**config.mk**
```make
export PLATFORM = sky130hd
export DESIGN_NAME = float_to_float_signed_scheduler
export DESIGN_NICKNAME = d
export VERILOG_FILES = /design/src/rtl/float_sched_pkg.sv /design/src/rtl/float_to_float_signed.sv /design/src/rtl/round_robin_arbiter.sv /design/src/rtl/float_to_float_signed_scheduler.sv
export SDC_FILE = /design/constraint.sdc
export NUM_CORES = 1
export LEC_CHECK = 0
export ABC_CLOCK_PERIOD_IN_PS = 8900
export CORE_UTILIZATION = 35
export DETAILED_ROUTE_END_ITERATION = 6
export PLACE_DENSITY_LB_ADDON = 0.12
export SLEW_MARGIN = 40
export SYNTH_ARGS = -nofsm -noshare
export SYNTH_HDL_FRONTEND = slang
export SYNTH_SLANG_ARGS = --single-unit
```
**constraint.sdc**
```tcl
create_clock -name clock -period 8.9 [get_ports clock]
set_clock_uncertainty 0.15 [all_clocks]
set_input_delay 1.335 -clock clock [delete_from_list [all_inputs] [get_ports clock]]
set_output_delay 1.335 -clock clock [all_outputs]
set_load 0.005 [all_outputs]
```
**src/rtl/float_sched_pkg.sv**
```systemverilog
// Shared widths, output field offsets and sizing helpers for the float_to_float_signed scheduler.
package float_sched_pkg;

    localparam int DEF_SIGNED_EXP  = 3;
    localparam int DEF_SIGNED_FRAC = 8;

    // out_data layout, LSB first: frac, exp, isZero, isInf, sign.
    localparam int OUT_FRAC_LSB = 0;

    function automatic int outExpLsb(input int signedFrac);
        return OUT_FRAC_LSB + signedFrac;
    endfunction

    function automatic int outZeroBit(input int signedExp, input int signedFrac);
        return outExpLsb(signedFrac) + signedExp;
    endfunction

    function automatic int outInfBit(input int signedExp, input int signedFrac);
        return outZeroBit(signedExp, signedFrac) + 1;
    endfunction

    function automatic int outSignBit(input int signedExp, input int signedFrac);
        return outZeroBit(signedExp, signedFrac) + 2;
    endfunction

    function automatic int signedFloatWidth(input int signedExp, input int signedFrac);
        return 3 + signedExp + signedFrac;
    endfunction

    function automatic int idWidth(input int numReq);
        return (numReq <= 2) ? 1 : $clog2(numReq);
    endfunction

endpackage

```
**src/rtl/float_to_float_signed.sv**
```systemverilog
// Combinational IEEE-style float to small signed-exponent float converter (round to nearest even).
module float_to_float_signed
    import float_sched_pkg::*;
#(
    parameter int EXP          = 8,
    parameter int FRAC         = 23,
    parameter int SIGNED_EXP   = DEF_SIGNED_EXP,
    parameter int SIGNED_FRAC  = DEF_SIGNED_FRAC,
    parameter int SATURATE_MAX = 1,
    parameter int DENORMALS    = 0
) (
    input  logic [EXP+FRAC:0]                                     floatIn,
    output logic [signedFloatWidth(SIGNED_EXP, SIGNED_FRAC)-1:0]  signedOut
);
    localparam int IW       = (((EXP + DENORMALS) > SIGNED_EXP) ? (EXP + DENORMALS) : SIGNED_EXP) + 1;
    localparam int BIAS     = (1 << (EXP - 1)) - 1;
    localparam int MAX_E    = (1 << (SIGNED_EXP - 1)) - 1;
    localparam int MIN_E    = -(1 << (SIGNED_EXP - 1));
    localparam int EW       = FRAC + SIGNED_FRAC + 1;
    localparam int EXP_LSB  = outExpLsb(SIGNED_FRAC);
    localparam int ZERO_BIT = outZeroBit(SIGNED_EXP, SIGNED_FRAC);
    localparam int INF_BIT  = outInfBit(SIGNED_EXP, SIGNED_FRAC);
    localparam int SIGN_BIT = outSignBit(SIGNED_EXP, SIGNED_FRAC);

    logic                    sign;
    logic [EXP-1:0]          expIn;
    logic [FRAC-1:0]         fracIn;
    logic [FRAC-1:0]         mant;
    logic signed [IW-1:0]    eUnb;
    logic signed [IW-1:0]    eRound;
    logic [EW-1:0]           ext;
    logic [SIGNED_FRAC-1:0]  kept;
    logic                    guardBit;
    logic                    stickyBit;
    logic                    roundUp;
    logic [SIGNED_FRAC:0]    rounded;
    logic                    isInf;
    logic                    isZero;
    logic [SIGNED_EXP-1:0]   expOut;
    logic [SIGNED_FRAC-1:0]  fracOut;
    int                      lead;

    always_comb begin
        sign   = floatIn[EXP+FRAC];
        expIn  = floatIn[FRAC +: EXP];
        fracIn = floatIn[FRAC-1:0];
        mant   = fracIn;
        eUnb   = IW'(expIn) - IW'(BIAS);
        lead   = 0;
        for (int i = 0; i < FRAC; i++) begin
            if (fracIn[i]) begin
                lead = i;
            end
        end
        // Renormalise a denormal: shift the leading one out of the fraction field.
        if ((DENORMALS != 0) && (expIn == '0) && (fracIn != '0)) begin
            mant = fracIn << (FRAC - lead);
            eUnb = IW'(1 - BIAS - (FRAC - lead));
        end

        ext       = {mant, {(SIGNED_FRAC + 1){1'b0}}};
        kept      = ext[EW-1 -: SIGNED_FRAC];
        guardBit  = ext[FRAC];
        stickyBit = |ext[FRAC-1:0];
        roundUp   = guardBit & (stickyBit | kept[0]);
        rounded   = {1'b0, kept} + (SIGNED_FRAC + 1)'(roundUp);
        eRound    = eUnb + IW'(rounded[SIGNED_FRAC]);

        isInf   = 1'b0;
        isZero  = 1'b0;
        expOut  = '0;
        fracOut = '0;
        if (expIn == '1) begin
            isInf = 1'b1;
        end else if ((expIn == '0) && ((DENORMALS == 0) || (fracIn == '0))) begin
            isZero = 1'b1;
        end else if (eRound > MAX_E) begin
            if (SATURATE_MAX != 0) begin
                expOut  = SIGNED_EXP'(MAX_E);
                fracOut = '1;
            end else begin
                isInf = 1'b1;
            end
        end else if (eRound < MIN_E) begin
            isZero = 1'b1;
        end else begin
            expOut  = eRound[SIGNED_EXP-1:0];
            fracOut = rounded[SIGNED_FRAC-1:0];
        end

        signedOut                                = '0;
        signedOut[SIGN_BIT]                      = sign;
        signedOut[INF_BIT]                       = isInf;
        signedOut[ZERO_BIT]                      = isZero;
        signedOut[EXP_LSB +: SIGNED_EXP]         = expOut;
        signedOut[OUT_FRAC_LSB +: SIGNED_FRAC]   = fracOut;
    end

endmodule

```
**src/rtl/round_robin_arbiter.sv**
```systemverilog
// Rotating-priority arbiter: searches req from ptr upward (mod N) and grants the first hit.
module round_robin_arbiter
    import float_sched_pkg::*;
#(
    parameter int N = 4
) (
    input  logic [N-1:0]            req,
    input  logic                    enable,
    input  logic [idWidth(N)-1:0]   ptr,
    output logic [N-1:0]            grant,
    output logic [idWidth(N)-1:0]   grant_id
);
    localparam int IW = idWidth(N);

    int   idx;
    logic found;

    always_comb begin
        grant    = '0;
        grant_id = '0;
        found    = 1'b0;
        idx      = 0;
        for (int i = 0; i < N; i++) begin
            // Explicit wrap so non power-of-two N never indexes past the last requester.
            idx = int'(ptr) + i;
            if (idx >= N) begin
                idx = idx - N;
            end
            if (enable && !found && req[idx]) begin
                grant[idx] = 1'b1;
                grant_id   = IW'(idx);
                found      = 1'b1;
            end
        end
    end

endmodule

```
**src/rtl/float_to_float_signed_scheduler.sv**
```systemverilog
// Round-robin scheduler sharing one float_to_float_signed converter between NUM_REQ requesters.
// Optional statistics counters are built when FLOAT_SCHED_STATS_EN is defined.
module float_to_float_signed_scheduler
    import float_sched_pkg::*;
#(
    parameter int NUM_REQ      = 4,
    parameter int EXP          = 8,
    parameter int FRAC         = 23,
    parameter int SIGNED_EXP   = DEF_SIGNED_EXP,
    parameter int SIGNED_FRAC  = DEF_SIGNED_FRAC,
    parameter int SATURATE_MAX = 1,
    parameter int DENORMALS    = 0
) (
    input  logic                                                 clock,
    input  logic                                                 resetn,
    input  logic [NUM_REQ-1:0]                                   in_valid,
    output logic [NUM_REQ-1:0]                                   in_ready,
    input  logic [NUM_REQ*(1+EXP+FRAC)-1:0]                      in_data,
    output logic                                                 out_valid,
    input  logic                                                 out_ready,
    output logic [idWidth(NUM_REQ)-1:0]                          out_id,
    output logic [signedFloatWidth(SIGNED_EXP, SIGNED_FRAC)-1:0] out_data
`ifdef FLOAT_SCHED_STATS_EN
    ,
    input  logic                                                 stat_clear,
    output logic [15:0]                                          stat_inf_count,
    output logic [15:0]                                          stat_zero_count
`endif
);
    localparam int FW    = 1 + EXP + FRAC;
    localparam int ID_W  = idWidth(NUM_REQ);
    localparam int OW    = signedFloatWidth(SIGNED_EXP, SIGNED_FRAC);

    // Handshakes: a transfer happens on a rising edge where valid and ready are both 1.
    // Valid never waits for ready; payload is held stable while valid is high and ready low.

    logic               s1Adv;
    logic               s2Adv;
    logic               accept;
    logic [NUM_REQ-1:0] grant;
    logic [ID_W-1:0]    grantId;
    logic [ID_W-1:0]    ptr;
    logic               s1Valid;
    logic [FW-1:0]      s1Float;
    logic [ID_W-1:0]    s1Id;
    logic [OW-1:0]      convOut;
    logic               s2Valid;
    logic [OW-1:0]      s2Data;
    logic [ID_W-1:0]    s2Id;

    assign s2Adv  = !s2Valid || out_ready;
    assign s1Adv  = !s1Valid || s2Adv;
    assign accept = |grant;

    round_robin_arbiter #(
        .N(NUM_REQ)
    ) arbiter (
        .req      (in_valid),
        .enable   (s1Adv),
        .ptr      (ptr),
        .grant    (grant),
        .grant_id (grantId)
    );

    // Held in reset, nothing may be offered to the requesters.
    assign in_ready = grant & {NUM_REQ{resetn}};

    always_ff @(posedge clock or negedge resetn) begin
        if (!resetn) begin
            ptr     <= '0;
            s1Valid <= 1'b0;
            s2Valid <= 1'b0;
        end else begin
            if (accept) begin
                ptr <= (grantId == ID_W'(NUM_REQ - 1)) ? '0 : grantId + 1'b1;
            end
            if (s1Adv) begin
                s1Valid <= accept;
            end
            if (s2Adv) begin
                s2Valid <= s1Valid;
            end
        end
    end

    // Payload registers carry no reset; their valid bits qualify them.
    always_ff @(posedge clock) begin
        if (s1Adv) begin
            s1Float <= in_data[int'(grantId)*FW +: FW];
            s1Id    <= grantId;
        end
        if (s2Adv) begin
            s2Data <= convOut;
            s2Id   <= s1Id;
        end
    end

    float_to_float_signed #(
        .EXP          (EXP),
        .FRAC         (FRAC),
        .SIGNED_EXP   (SIGNED_EXP),
        .SIGNED_FRAC  (SIGNED_FRAC),
        .SATURATE_MAX (SATURATE_MAX),
        .DENORMALS    (DENORMALS)
    ) converter (
        .floatIn   (s1Float),
        .signedOut (convOut)
    );

    assign out_valid = s2Valid;
    assign out_id    = s2Id;
    assign out_data  = s2Data;

`ifdef FLOAT_SCHED_STATS_EN
    localparam int INF_BIT  = outInfBit(SIGNED_EXP, SIGNED_FRAC);
    localparam int ZERO_BIT = outZeroBit(SIGNED_EXP, SIGNED_FRAC);

    logic outFire;
    assign outFire = s2Valid && out_ready;

    // Clear has priority over a same-cycle count; both counters stick at all ones.
    always_ff @(posedge clock or negedge resetn) begin
        if (!resetn) begin
            stat_inf_count  <= '0;
            stat_zero_count <= '0;
        end else if (stat_clear) begin
            stat_inf_count  <= '0;
            stat_zero_count <= '0;
        end else if (outFire) begin
            if (s2Data[INF_BIT] && (stat_inf_count != 16'hFFFF)) begin
                stat_inf_count <= stat_inf_count + 16'd1;
            end
            if (s2Data[ZERO_BIT] && (stat_zero_count != 16'hFFFF)) begin
                stat_zero_count <= stat_zero_count + 16'd1;
            end
        end
    end
`endif

endmodule

```
==> impl_metrics.csv, run 1 <==
group,metric,value,unit
routing,drt-pass1-iter-count,4,
worst_setup_path,cpLargestDelayFamily,"simple AND/OR/NAND/NOR gates",
yosys,ys_top_cells_by_area,"sky130_fd_sc_hd__edfxtp_1 43%, sky130_fd_sc_hd__mux4_2 18%, sky130_fd_sc_hd__mux4_1 6.0%",
worst_setup_path,timing.critical_path.to,"in_ready[2]",
worst_setup_path,biggest_cell_delay_along_the_critical_path,0.51,ns
yosys,synth_sequential_area_ratio,46.0,%
pwr,p_sw_share,35.1,%
global_route,first_global_vias,2827,
global_route,number_of_antenna_violations_at_the_first_check_in_global_routing,0,
pwr,pwr-share-clk,11.4,%
pwr,power.net_switching,0.592,mW
routing,wl,8.67,mm
yosys,mappedNetlistNets,383,
cells_and_area,growth_of_design_area_from_synthesis_to_finish,51.0,%
cts,postCtsSetupRepairBufs,0,
worst_setup_path,path_depth,7,
pwr,sequential_share_of_power,33.4,%
worst_setup_path,endpoint_type_of_the_worst_setup_path,"output pin",
cts,clock-root-buffer,"sky130_fd_sc_hd__clkbuf_8",
cts,clock_tree.htree_level_count,2,
worst_setup_path,cp-startpoint,"out_ready",
cts,clk_path_buf_depth,2,
routing,dr_total_vias,2751,
routing,number_of_vias_per_cell_after_detailed_routing,5.25,
job,timing.max_cap.violations,0,
timing,min_period_over_period,59.6,%
worst_setup_path,r2r-start,"ptr[0]$_DFFE_PN0P_",
floorplan,core,9730,sq um
placed_design,place_hpwl,6.85,mm
routing,drt_drc_violations_left,0,
yosys,post_synth.cell_area_avg,14.8,sq um
timing,finalSetupViolCount,0,
floorplan,die_height,102,microns
outcome,status,"complete, no violations",
placed_design,io_buffers,155,
worst_setup_path,regToRegSetupSlack,4.70,ns
yosys,dominantRegCellSynth,"sky130_fd_sc_hd__edfxtp_1",
yosys,syn-instance-count,236,
cts,cts_num_sinks,54,
cts,post_cts_resize_count,0,
cells_and_area,share_of_layout_cells_above_drive_strength_1,10.7,%
worst_setup_path,timing.reg2reg.worst_path_depth,8,
worst_setup_path,worst-setup-path-type,"in2out",
cells_and_area,layout_commonest_cell,"sky130_fd_sc_hd__clkdlybuf4s50_1",
pwr,ir_drop,0.114,mV
timing,final-hold-violation-count,0,
worst_setup_path,path_common_cell,"sky130_fd_sc_hd__clkdlybuf4s50_1",
timing,post-route-min-period,5.30,ns
cts,insertion_delay,0.31,ns
routing,detail_route.wl_per_cell,16.5,microns
cts,cts-buffers-inserted,5,
yosys,ys_types,46,
timing,max_slew_margin,52.7,%
worst_setup_path,buf_inv_on_cp,2,
timing,final.setup.worst_slack,3.60,ns
pwr,power_density,321,nW/um^2
worst_setup_path,crit-reg2reg-capture,"s1Float[12]$_DFFE_PP_",
pwr,p_leak,1.85,nW
worst_setup_path,critPathRequiredTime,7.41,ns
min_path,worst_hold_class,"reg2reg",
routing,drc_violation_total_after_the_first_tritonroute_iteration,47,
cts,cts.clk_slew.worst_paths,0.09,ns
timing,tightestPinTransition,0.710,ns
yosys,post-synth-top-area-cell,"sky130_fd_sc_hd__edfxtp_1",
cts,tritoncts,"yes",
global_route,grtUsageTotal,16.9,%
worst_setup_path,critical_path_peak_fanout,18,
timing,fmaxAchievable,189,MHz
placed_design,gp_congestion,0.837,
floorplan,floorplan.rows,36,
routing,number_of_nets_with_antenna_violations_after_detailed_routing,0,
placed_design,dp_worst_setup_slack,3.57,ns
yosys,synth_enable_flop_cells,50,
global_route,pin_count_of_the_biggest_net_entering_global_routing,38,
yosys,ys_ff_latch,54,
worst_setup_path,critical-path-slowest-cell,"sky130_fd_sc_hd__or3_1",
global_route,grt_first_pass_wirelength,13.2,mm
pwr,power_frac_comb,55.2,%
yosys,synth_top_cell_area_share,43.1,%
global_route,remaining_global_route_overflow,0,
worst_setup_path,cp_cell_sequence,"clkdlybuf4s50_1, nand2b_2, nor2_1, or3_1, o22ai_1, and2_1, clkdlybuf4s50_1",
yosys,synth_area,3480,sq um
pwr,internal_power,1.09,mW
yosys,postSynth.asyncResetShare,7.41,%
cts,cts_hold_repair.buffers,0,
cells_and_area,layout.nets,537,
worst_setup_path,timing.critical_path.from_type,"input port",
timing,slew_violations,0,
cells_and_area,antenna_cells,0,
floorplan,die_width,102,microns
floorplan,initial_utilization,35.8,%
yosys,synth.yosys.warnings,0,
timing,tns,0,ns
worst_setup_path,worstPathArrival,3.82,ns
floorplan,dieArea,10400,sq um
cells_and_area,fillerInstances,875,
timing,rsz0062_at_grt,"false",
floorplan,num_io_pins,156,
cells_and_area,mostFrequentLayoutCells,"155 x sky130_fd_sc_hd__clkdlybuf4s50_1, 50 x sky130_fd_sc_hd__edfxtp_1, 28 x sky130_fd_sc_hd__mux4_2, 12 x sky130_fd_sc_hd__inv_1, 12 x sky130_fd_sc_hd__ha_1",
[stage by stage]
stage               instances  util, %  total power [mW]  instance area (sq um)  hold slack (ns)
finish                    524     54.1              1.69                   5260            0.276
global route              524     54.1              1.81                   5260            0.293
CTS                       524     54.1              1.71                   5260            0.278
detailed placement        516     52.7              1.51                   5130            0.255
global placement          516     52.7              1.50                   5120            0.259
floorplan                 236        -              1.26                   3480            0.250
[how the worst min path moves through the flow]
| stage | startpoint | endpoint | cells past startpoint | slack (ns) |
|---|---|---|---|---|
| floorplan | s1Float[31]$_DFFE_PP_ | out_data[13]$_DFFE_PP_ | 0 | 0.25 |
| global placement | s1Id[1]$_DFFE_PP_ | out_id[1]$_DFFE_PP_ | 0 | 0.26 |
| detailed placement | s1Float[31]$_DFFE_PP_ | out_data[13]$_DFFE_PP_ | 0 | 0.25 |
| CTS | s1Id[1]$_DFFE_PP_ | out_id[1]$_DFFE_PP_ | 0 | 0.28 |
| global route | s1Id[1]$_DFFE_PP_ | out_id[1]$_DFFE_PP_ | 0 | 0.29 |
| finish | s1Id[1]$_DFFE_PP_ | out_id[1]$_DFFE_PP_ | 0 | 0.28 |
[metal layers]
layer	track usage [%]	wire, microns	vias to the layer above
met1	18.8	3390	1333
met4	4.57	100	0
li1	-	-	1293
met2	32.3	4680	114
met5	0	0	-
met3	3.73	494	11
[sequential cells by signal, indices dropped and copies added (netlist names)]
register   flops
s1Valid        1
out_id         2
ptr            2
s1Float       32
s1Id           2
out_valid      1
out_data      14
[power groups by stage]
stage	Sequential [mW]	Clock, mW	Combinational, mW
floorplan	0.545	0	0.714
global placement	0.567	0	0.928
detailed placement	0.570	0	0.944
CTS	0.564	0.197	0.947
global route	0.581	0.204	1.02
finish	0.563	0.192	0.932
[logic make-up after synthesis]
group                      count (synthesis)  share of synthesized area [%]
DFF                                       54                           46.0
and+or+nand+nor                           51                           7.62
AOI/OAI and AO/OA                         45                           9.66
muxes                                     42                           25.9
buffers and inverters                     24                           4.53
adders and majority gates                 12                           4.31
xor gates and xnor gates                   8                           2.01
[layout make-up]
class | count | area [sq um] | area share [%]
timing repair buffer | 158 | 1570 | 29.9
tap | 133 | 166 | 3.16
multi-input combinational | 158 | 1740 | 33.0
clock inverter | 3 | 63.8 | 1.21
inverter | 13 | 48.8 | 0.928
sequential | 54 | 1600 | 30.5
clock buffer | 5 | 68.8 | 1.31
[synth_stat cells, types with 2 or more instances]
master                     instances
sky130_fd_sc_hd__a22oi_1           8
sky130_fd_sc_hd__clkbuf_1          2
sky130_fd_sc_hd__edfxtp_1         50
sky130_fd_sc_hd__o31ai_1           4
sky130_fd_sc_hd__nand2_1          10
sky130_fd_sc_hd__buf_6             9
sky130_fd_sc_hd__xnor2_1           4
sky130_fd_sc_hd__a21oi_1           5
sky130_fd_sc_hd__dfrtp_1           4
sky130_fd_sc_hd__mux2i_1           5
sky130_fd_sc_hd__mux4_2           28
sky130_fd_sc_hd__o22ai_1          11
sky130_fd_sc_hd__nor4_1            6
sky130_fd_sc_hd__and2_1            5
sky130_fd_sc_hd__and3_1            3
sky130_fd_sc_hd__nand3_1           5
sky130_fd_sc_hd__nor2_1           10
sky130_fd_sc_hd__nor3_1            4
sky130_fd_sc_hd__xor2_1            4
sky130_fd_sc_hd__a41oi_1           2
sky130_fd_sc_hd__nand2b_1          2
sky130_fd_sc_hd__mux4_1            8
sky130_fd_sc_hd__ha_1             12
sky130_fd_sc_hd__inv_1            12
sky130_fd_sc_hd__o21ai_0           2
(Power assumes the default switching activity.)
==> inputs of run 2 (changes only) <==
- ABC_CLOCK_PERIOD_IN_PS: 8900 -> 4540
- clock period: 8.9 -> 4.54 ns (I/O delays scaled with it)
==> run 2 against run 1 <==
Effect of this change:
- utilization barely moved
- via count is 0.22% lower
- total power increased by 93%
- worst hold slack worse by 0.0022 ns
- register-to-register slack worse by 3.9 ns
- final cell count up 0.95%
- count of clock-buffer cells in the layout grew 1
- non-clock buffer count grew 5
==> impl_metrics.csv, run 2 (synthesis results as in run 1) <==
group,metric,value,unit
outcome,status,"complete, no violations",
floorplan,initial_utilization,35.8,%
floorplan,die_height,102,microns
routing,drt-pass1-iter-count,4,
pwr,p_leak,1.86,nW
cells_and_area,fillerInstances,869,
cells_and_area,growth_of_design_area_from_synthesis_to_finish,51.0,%
worst_setup_path,cpLargestDelayFamily,"buffers and inverters",
timing,finalSetupViolCount,0,
cells_and_area,total_area_of_sequential_cells,1600,sq um
worst_setup_path,critPathRequiredTime,3.71,ns
global_route,number_of_antenna_violations_at_the_first_check_in_global_routing,0,
global_route,remaining_global_route_overflow,0,
timing,rsz0062_at_grt,"false",
cts,cts-buffers-inserted,5,
pwr,ir_drop,0.288,mV
timing,fmaxAchievable,253,MHz
worst_setup_path,critical_path_peak_fanout,11,
worst_setup_path,timing.critical_path.from_type,"input port",
cells_and_area,layout.nets,542,
placed_design,io_buffers,155,
worst_setup_path,buf_inv_on_cp,2,
cts,cts_num_sinks,54,
cells_and_area,mostFrequentLayoutCells,"155 x sky130_fd_sc_hd__clkdlybuf4s50_1, 50 x sky130_fd_sc_hd__edfxtp_1, 28 x sky130_fd_sc_hd__mux4_2, 12 x sky130_fd_sc_hd__inv_1, 12 x sky130_fd_sc_hd__ha_1",
routing,wl,8.35,mm
cts,insertion_delay,0.31,ns
routing,number_of_nets_with_antenna_violations_after_detailed_routing,0,
cells_and_area,flip_flop_count_of_the_largest_register_all_copies_and_words_added,32,
routing,dr_total_vias,2745,
placed_design,gp_congestion,0.828,
placed_design,post-place-cells,521,
worst_setup_path,cp_cell_sequence,"clkdlybuf4s50_1, mux4_2, or3_1, o22ai_1, and2_1, clkdlybuf4s50_1",
cts,tritoncts,"yes",
cts,cts.clk_slew.worst_paths,0.11,ns
floorplan,core,9730,sq um
cts,post_cts_resize_count,0,
cells_and_area,multiInputGateArea,1730,sq um
timing,min_period_over_period,87.0,%
routing,number_of_vias_per_cell_after_detailed_routing,5.19,
floorplan,dieArea,10400,sq um
routing,detail_route.wl_per_cell,15.8,microns
worst_setup_path,critical-path-slowest-cell,"sky130_fd_sc_hd__mux4_2",
placed_design,place_hpwl,6.58,mm
global_route,grtUsageTotal,16.4,%
global_route,pin_count_of_the_biggest_net_entering_global_routing,37,
cts,cts_hold_repair.buffers,0,
timing,final-hold-violation-count,0,
worst_setup_path,endpoint_type_of_the_worst_setup_path,"output pin",
min_path,worst_hold_class,"reg2reg",
cts,clk_path_buf_depth,2,
worst_setup_path,worstPathArrival,3.12,ns
worst_setup_path,path_common_cell,"sky130_fd_sc_hd__clkdlybuf4s50_1",
timing,post-route-min-period,3.95,ns
pwr,power_density,618,nW/um^2
cells_and_area,share_of_layout_cells_above_drive_strength_1,11.6,%
floorplan,die_width,102,microns
routing,drt_drc_violations_left,0,
cts,clock_tree.htree_level_count,2,
timing,slew_violations,0,
cells_and_area,layout.cells.non_filler,529,
floorplan,floorplan.rows,36,
cts,clock-root-buffer,"sky130_fd_sc_hd__clkbuf_8",
cells_and_area,antenna_cells,0,
routing,drc_violation_total_after_the_first_tritonroute_iteration,98,
cells_and_area,regMostFlops,"s1Float",
timing,tns,0,ns
cts,postCtsSetupRepairBufs,0,
cells_and_area,layout_commonest_cell,"sky130_fd_sc_hd__clkdlybuf4s50_1",
global_route,first_global_vias,2676,
global_route,grt_first_pass_wirelength,13.0,mm
floorplan,num_io_pins,156,
job,timing.max_cap.violations,0,
worst_setup_path,biggest_cell_delay_along_the_critical_path,0.63,ns
timing,tightestPinTransition,0.786,ns
timing,max_slew_margin,47.6,%
worst_setup_path,worst-setup-path-type,"in2out",
==> run 2: final timing paths <==
check                                      start                   endpoint  slack [ns]  cells past startpoint
min                        s1Float[31]$_DFFE_PP_     out_data[13]$_DFFE_PP_        0.27                      0
min reg2reg                s1Float[31]$_DFFE_PP_     out_data[13]$_DFFE_PP_        0.27                      0
max                                  in_valid[3]                in_ready[1]        0.59                      6
max in group asynchronous                 resetn      out_valid$_DFFE_PN0P_        3.51                      1
max reg2reg                s1Float[15]$_DFFE_PP_  out_data[9]$_SDFFCE_PP0P_        0.79                     12
min in group asynchronous                 resetn         ptr[1]$_DFFE_PN0P_        0.49                      1
==> run 2: final cells by class <==
class,instances,area share [%]
Sequential cell,54,30.4
Timing Repair Buffer,163,30.9
Inverter,13,0.928
Clock buffer,6,1.38
Multi-Input combinational cell,158,32.9
Tap cell,133,3.16
Clock inverter,2,0.262
==> run 2: power breakdown <==
part / switching (mW) / total, mW / internal, mW
Sequential: 0.132 / 1.07 / 0.939
Clock: 0.155 / 0.264 / 0.109
Combinational: 0.878 / 1.91 / 1.04
Total: 1.16 / 3.25 / 2.08
==> run 2: metrics by stage <==
stage	hold slack [ns]	utilization, %	setup slack [ns]	cell area [sq um]	power (mW)
floorplan	0.235	-	0.646	3480	2.47
global placement	0.251	53.2	0.600	5170	3.01
detailed placement	0.256	53.2	0.517	5170	3.03
CTS	0.278	54.1	0.622	5260	3.30
global route	0.289	54.1	0.483	5260	3.50
finish	0.274	54.1	0.590	5260	3.25
==> run 2: worst reg2reg max path: stages (launching register included) <==
cell and delay, ns:
sky130_fd_sc_hd__edfxtp_1 0.38, sky130_fd_sc_hd__and2_1 0.21, sky130_fd_sc_hd__ha_1 0.22, sky130_fd_sc_hd__nand2_1 0.07
sky130_fd_sc_hd__nor2_1 0.16, sky130_fd_sc_hd__nand3_1 0.11, sky130_fd_sc_hd__ha_1 0.22, sky130_fd_sc_hd__nor2b_1 0.50
sky130_fd_sc_hd__and3_1 0.24, sky130_fd_sc_hd__o211ai_1 0.11, sky130_fd_sc_hd__o311a_1 0.37, sky130_fd_sc_hd__a21oi_1 0.55
sky130_fd_sc_hd__o21ai_0 0.21
==> run 2: per-layer routing <==
layer	track usage, %	up-vias	part of all wire, %
li1	-	1310	-
met1	19.7	1339	40
met2	30.3	94	54
met3	3.38	2	5.6
met4	3.01	0	0.44
met5	0	-	0
==> inputs of run 3 (changes only) <==
- SETUP_SLACK_MARGIN: not set -> 0.15
==> results of run 3 <==
No change in the layout: final DEF, timing and power equal those of run 2.
